--- config.mk ---
export PLATFORM = sky130hd
export DESIGN_NAME = vga_timing_ctrl
export DESIGN_NICKNAME = d
export VERILOG_FILES = /design/src/rtl/vga_timing_ctrl.sv
export SDC_FILE = /design/constraint.sdc
export NUM_CORES = 1
export LEC_CHECK = 0
export ABC_AREA = 1
export CAP_MARGIN = 0
export CORE_ASPECT_RATIO = 1.1
export CORE_MARGIN = 1.5
export CORE_UTILIZATION = 52
export CTS_CLUSTER_SIZE = 40
export DETAILED_ROUTE_END_ITERATION = 12
export HOLD_SLACK_MARGIN = 0.02
export PLACE_DENSITY = 0.85
export SLEW_MARGIN = 20
export SYNTH_ARGS = -nofsm -noshare
export SYNTH_HDL_FRONTEND = slang
export SYNTH_SLANG_ARGS = --single-unit
--- constraint.sdc ---
create_clock -name clk_div -period 3.2 [get_ports clk_div]
set_clock_uncertainty 0.2 [all_clocks]
set_input_delay 0.48 -clock clk_div [delete_from_list [all_inputs] [get_ports clk_div]]
set_output_delay 0.48 -clock clk_div [all_outputs]
set_load 0.01 [all_outputs]
--- src/rtl/vga_timing_ctrl.sv ---
// 640x480@60 VGA timing generator.
// Counters produce the pixel address for the picture stage. Sync, active and
// frame flags are delayed to line up with the colour that comes back LAT
// cycles later. RGB is forced to zero outside the active area.
module vga_timing_ctrl #(
    parameter int unsigned H_SYNC = 96,
    parameter int unsigned H_BP   = 48,
    parameter int unsigned H_ACT  = 640,
    parameter int unsigned H_FP   = 16,
    parameter int unsigned V_SYNC = 2,
    parameter int unsigned V_BP   = 33,
    parameter int unsigned V_ACT  = 480,
    parameter int unsigned V_FP   = 10,
    parameter int unsigned LAT    = 2     // picture-stage latency, 1..4
) (
    input  logic        clk_div,
    input  logic        clrn,
    input  logic [23:0] vga_data,
    output logic [9:0]  h_addr,
    output logic [9:0]  v_addr,
    output logic        hsync,
    output logic        vsync,
    output logic        valid,
    output logic [7:0]  vga_r,
    output logic [7:0]  vga_g,
    output logic [7:0]  vga_b,
    output logic        frame_start
);

    localparam int unsigned H_TOT = H_SYNC + H_BP + H_ACT + H_FP;
    localparam int unsigned V_TOT = V_SYNC + V_BP + V_ACT + V_FP;

    localparam logic [9:0] H_LAST    = 10'(H_TOT - 1);
    localparam logic [9:0] V_LAST    = 10'(V_TOT - 1);
    localparam logic [9:0] H_SYNC_E  = 10'(H_SYNC);
    localparam logic [9:0] V_SYNC_E  = 10'(V_SYNC);
    localparam logic [9:0] H_ACT_B   = 10'(H_SYNC + H_BP);
    localparam logic [9:0] V_ACT_B   = 10'(V_SYNC + V_BP);
    localparam logic [9:0] H_ACT_E   = 10'(H_SYNC + H_BP + H_ACT);
    localparam logic [9:0] V_ACT_E   = 10'(V_SYNC + V_BP + V_ACT);

    logic [9:0]  h_cnt;
    logic [9:0]  v_cnt;
    logic        hs_raw;
    logic        vs_raw;
    logic        act_raw;
    logic        frm_raw;

    // Stage k holds the flags of the address issued k+1 cycles ago.
    logic [LAT:0] hs_pipe;
    logic [LAT:0] vs_pipe;
    logic [LAT:0] vld_pipe;
    logic [LAT:0] frm_pipe;
    logic [23:0]  rgb_q;

    // Pixel / line counters; line order is sync, back porch, active, front porch.
    always_ff @(posedge clk_div or negedge clrn) begin
        if (!clrn) begin
            h_cnt <= '0;
            v_cnt <= '0;
        end else if (h_cnt == H_LAST) begin
            h_cnt <= '0;
            v_cnt <= (v_cnt == V_LAST) ? '0 : v_cnt + 10'd1;
        end else begin
            h_cnt <= h_cnt + 10'd1;
        end
    end

    // Raw timing flags and pixel address decoded straight from the counters.
    always_comb begin
        hs_raw  = (h_cnt >= H_SYNC_E);
        vs_raw  = (v_cnt >= V_SYNC_E);
        act_raw = (h_cnt >= H_ACT_B) && (h_cnt < H_ACT_E) &&
                  (v_cnt >= V_ACT_B) && (v_cnt < V_ACT_E);
        h_addr  = act_raw ? h_cnt - H_ACT_B : '0;
        v_addr  = act_raw ? v_cnt - V_ACT_B : '0;
        frm_raw = act_raw && (h_cnt == H_ACT_B) && (v_cnt == V_ACT_B);
    end

    // Delay line for the flags; reset parks syncs inactive (high) and blanks.
    always_ff @(posedge clk_div or negedge clrn) begin
        if (!clrn) begin
            hs_pipe  <= '1;
            vs_pipe  <= '1;
            vld_pipe <= '0;
            frm_pipe <= '0;
        end else begin
            hs_pipe  <= {hs_pipe[LAT-1:0],  hs_raw};
            vs_pipe  <= {vs_pipe[LAT-1:0],  vs_raw};
            vld_pipe <= {vld_pipe[LAT-1:0], act_raw};
            frm_pipe <= {frm_pipe[LAT-1:0], frm_raw};
        end
    end

    // Colour arrives while its act flag sits one stage short of the output,
    // so sampling it here lands it in the same cycle as that flag's output.
    always_ff @(posedge clk_div or negedge clrn) begin
        if (!clrn) rgb_q <= '0;
        else       rgb_q <= vld_pipe[LAT-1] ? vga_data : '0;
    end

    assign hsync       = hs_pipe[LAT];
    assign vsync       = vs_pipe[LAT];
    assign valid       = vld_pipe[LAT];
    assign frame_start = frm_pipe[LAT];
    assign vga_r       = rgb_q[23:16];
    assign vga_g       = rgb_q[15:8];
    assign vga_b       = rgb_q[7:0];

endmodule

Word-level counts from Yosys, hierarchy flattened:

Index checks and enable logic that the tools add are counted.

* add/sub/neg operators: 4
* magnitude comparators: 6
* equal/unequal tests: 4
* mux-type cells: 5
* reduce and logical (&&, ||, !) cells: 5

Operators with widths (count)
* two-way mux 10 bit: 4
* two-way mux 24 bit: 1
* adder 10 x 1 -> 10 bit, second input constant: 2
* == test 10 bit, second input constant: 2
* less-than comparator 10 bit, second input constant: 2
* == test 10 x 6 -> 1 bit, second input constant: 1
* == test 10 x 8 -> 1 bit, second input constant: 1
* >= comparator 10 x 2 -> 1 bit, second input constant: 1
* >= comparator 10 x 6 -> 1 bit, second input constant: 1
* >= comparator 10 x 7 -> 1 bit, second input constant: 1
* >= comparator 10 x 8 -> 1 bit, second input constant: 1
* subtractor 10 x 6 -> 10 bit, second input constant: 1
* subtractor 10 x 8 -> 10 bit, second input constant: 1
* logical AND 1 bit: 5

* register bits after elaboration: 56
* output and inout bits: 48

Longest topological paths before layout:

* depth after elaboration: 6
* depth in mapped cells: 11
* depth with buffers taken out: 10

Worst setup path after synthesis:

No wires, ideal clock.

* path kind: register to output
* start: register h_cnt[4]
* end: output port v_addr[0]
* arrival: 1413 ps
* path slack: 1107 ps
* stages on the path, launching flop included: 10
* cell sequence: dfrtp_1 inv_1 ha_1 inv_1 o21ai_1 nand2_1 nor2_2 nand2_2 buf_6 nor2_1

* word-level cells in the longest chain between the ends: 5
* elaborated cells between the ends (all ways): 6
* those cells by class: order compare: 2; mux: 1; reduce/logical: 3

RTL lines
* start: declaration: RTL line 42 `logic [9:0] h_cnt;`
* start signal: assignment: RTL line 65 `h_cnt <= h_cnt + 10'd1;`
* >= comparator 10 x 8 -> 1 bit or less-than comparator 10 bit (tied branches): RTL line 73 `act_raw = (h_cnt >= H_ACT_B) && (h_cnt < H_ACT_E) &&`
* logical AND 1 bit (*) (2 in series): RTL line 73
* logical AND 1 bit (*): RTL line 74 `(v_cnt >= V_ACT_B) && (v_cnt < V_ACT_E);`
* two-way mux 10 bit (*): RTL line 76 `v_addr = act_raw ? v_cnt - V_ACT_B : '0;`
* end: declaration: RTL line 20 `output logic [9:0] v_addr,`

Mark *: on every way between the ends. The rest lies on a longest branch, timed or not.

Worst setup path in the final report:

* start: register h_cnt[4]
* end: output port v_addr[3]

Same word-level chain as after synthesis.

==> summary.md <==
| Metric | Value |
|---|---|
| Synth area leader | `dfrtp_1` |
| TritonCTS clock tree | `yes` |
| Status | `finished, final reports clean` |
| Largest net degree at the start of global routing | `between 50 and 60` |
| CTS root buf | `clkbuf_8` |
| Starting density of the core | `0.546` |
| Critical path startpoint | `h_cnt[4]` |
| # rows | `27` |
| Post-Synth Adder-Cell Area | `0.0404` |
| Worst r2r src | `h_cnt[5]` |
| Max_slew headroom | `0.514` |
| Post-synthesis simple-gate area fraction | `0.263` |
| WP data required | `~2.5 ns` |
| Fmax | `about 0.33 GHz` |
| Critical Path End Type | `output port` |
| Max-Cap Viols | `0` |
| Placed Instance Area | `approximately 0.0035 mm^2` |
| Vias per inst | `4.79` |
| Avg Cell Area, Syn | `between 8 and 9 um^2` |
| Pre-CTS WS | `about 0.26 ns` |
| Die X | `between 70 and 80 um` |
| Sequential share of the synthesized area | `0.505` |
| Post-synth EDFFs | `0` |
| Power Density | `approximately 310 mW/mm^2` |
| Via count | `between 2000 and 2500` |
| Post-synth top area share | `0.449` |
| Fin crit share | `0.958` |
| Type of origin of the critical path | `flop` |
| List of most frequent post-synthesis cells | `nand2_1, inv_1, dfrtp_1` |
| Core Footprint | `0.00510 mm^2` |
| First-pass GRT wire length | `between 9 and 10 mm` |
| Initial antenna violation count | `0` |
| PortBufs | `73` |
| FFs w/ async S/R, synth | `1.00` |
| Nets | `about 440` |
| 1st-pass router iterations | `4` |
| Final Hold Violating Endpoints | `0` |
| Final Power | `approximately 1.1 mW` |
| Crit Path Category | `reg2out` |
| HPWL Detailed | `approximately 4.2 mm` |
| Post-CTS Hold Fix Bufs | `0` |
| Fin. max-slew vios | `0` |
| Hold Crit Class | `in2async` |
| Worst-Margin Slew | `roughly 0.73 ns` |
| CTS Buf Count | `5` |
| Top post-synthesis cells by area | `dfrtp_1, nand2_1, inv_1` |
| Synthesized flop and latch total | `56` |
| Post-route cell area | `0.00365 mm^2` |
| H-tree levels | `2` |
| Clk_lat worst skew | `around 0.31 ns` |
| Mapped Area | `0.00279 mm^2` |
| Final setup fails | `0` |
| Crit path time final | `3.06 ns` |
| Max VDD drop | `approximately 190 uV` |
| DRT iter0 DRCs | `78` |
| Yosys Warn Count | `0` |
| Mapped Cells | `approximately 330` |
| Die area | `0.00581 mm^2` |
| Share of cells above drive strength 1 | `0.114` |
| Synth Area in Compound Gates | `0.0431` |
| Remaining DRCs | `0` |
| Worst Path Max Fanout | `21` |
| XOR/XNOR Fraction of Synth Area | `0.0377` |
| GR Overflow Total | `0` |
| Vias in the first global route | `2148` |
| Die Y | `79.8 um` |
| Clock sink count | `56` |
| Leakage | `about 2.0 nW` |
| IO Count | `74` |
| Largest family of logic cells by synthesized area | `simple AND/OR/NAND/NOR gates` |
| Final wirelength | `roughly 5.8 mm` |
| Top_reg_cell synth | `dfrtp_1` |
| Worst Hold Slack | `between 0.08 and 0.09 ns` |
| Synthesized Nets | `366` |
| Mux share of post-synthesis cell area | `0` |
| Antenna viol nets, final | `0` |
| Util after Layout | `0.715` |
| GRT Resource Usage Total | `0.208` |
| Final WS setup | `between 0.1 and 0.15 ns` |
| WP data arrival | `2.38 ns` |
| Post-synth cell types | `30` |
| Top-count cell post-synth | `nand2_1` |
| Ant diodes | `0` |
| Area Growth Syn to Fin | `30.9%` |
| Mean routed wirelength per cell | `between 10 and 15 um` |
| RePlAce Congestion | `slightly below 0.9` |
| CTS clk-pin slew, worst paths | `about 0.1 ns` |
| CTS max path bufs | `2` |
-- sequential cells by signal (all words and copies together), names as in the netlist --
| signal | flops |
|---|---|
| rgb_q | 24 |
| frm_pipe | 3 |
| vld_pipe | 3 |
| hs_pipe | 3 |
| vs_pipe | 3 |
| v_cnt | 10 |
| h_cnt | 10 |
-- layer usage --
| layer | track usage | vias up | routed length (um) |
|---|---|---|---|
| met5 | 0 | - | 0 |
| met4 | 0.0830 | 0 | 92 |
| met3 | 0.0316 | 7 | 376 |
| met2 | 0.372 | 87 | 2750 |
| met1 | 0.248 | 1046 | 2560 |
| li1 | - | 1136 | - |
-- cells in the final DEF, fill, tap and decap left out, types with 3 or more instances in the layout --
cell,synthesis,routed
nand2_1,81,81
clkdlybuf4s50_1,0,67
inv_1,53,52
dfrtp_1,50,47
nor2_1,35,35
nand3_1,17,17
nor2_2,13,12
o21ai_0,12,12
xor2_1,11,11
ha_1,9,9
a21oi_1,6,6
dfstp_2,6,6
nand2_2,6,5
clkbuf_8,0,5
dlymetal6s2s_1,0,5
nor2_4,3,4
nand4_1,4,4
inv_2,2,3
dfrtp_2,0,3
-- worst max-delay path, cell delays in order, from the launching register on --
cell and delay, ns:
dfrtp_1 0.45, inv_2 0.11, ha_1 0.20, inv_1 0.05, o21ai_1 0.16, nand2_1 0.11, nor2_4 0.15, nand2_8 0.15
nor2_1 0.13, clkdlybuf4s50_1 0.54
-- worst paths after layout --
check / endpoint / slack [ns] / depth (start not counted)
min: rgb_q[21] / 0.08 / 2
max: v_addr[3] / 0.14 / 9
min in group clk_div: vld_pipe[1] / 0.16 / 0
min reg2reg: vld_pipe[1] / 0.16 / 0
max in group asynchronous: v_cnt[1] / 2.23 / 2
max reg2reg: v_cnt[7] / 1.35 / 8
-- stage by stage --
stage,TNS [ns],std cells
global route,-0.230,475
finish,0,475
global placement,0,467
detailed placement,0,467
floorplan,0,331
CTS,0,475
-- cell families (layout without fill, tap and decap cells) --
kind of cell    after synthesis  in the layout
compound gates               23             23
flops                        56             56
fa+ha+maj                     9              9
xor+xnor                     12             12
simple gates                163            163
buf+inv                      68            140
-- report_power, final --
part	leakage (nW)	internal (mW)	switching, mW	total, mW
clock network	0.0414	0.156	0.230	0.386
logic	1.23	0.0265	0.0176	0.0441
registers	0.743	0.707	0	0.707
-- area by class of cell --
class	instances	area [um^2]
Inverter	58	221
Tap cell	72	90.1
Fill cell	378	1450
Clock inverter	2	16.3
Clock buffer	6	72.6
Sequential cell	56	1410
Multi-Input combinational cell	207	1090
Timing Repair Buffer	74	746
-- what timing repair did --
item | in CTS | in global routing
endpoints found under the setup margin | 20 | 20
endpoints found under the hold margin | 0 | 0
pin swaps | 0 | 1
buffers inserted | 0 | 0
cloned | 0 | 0
gates resized for setup | 1 | 11
(Power assumes the default switching activity.)
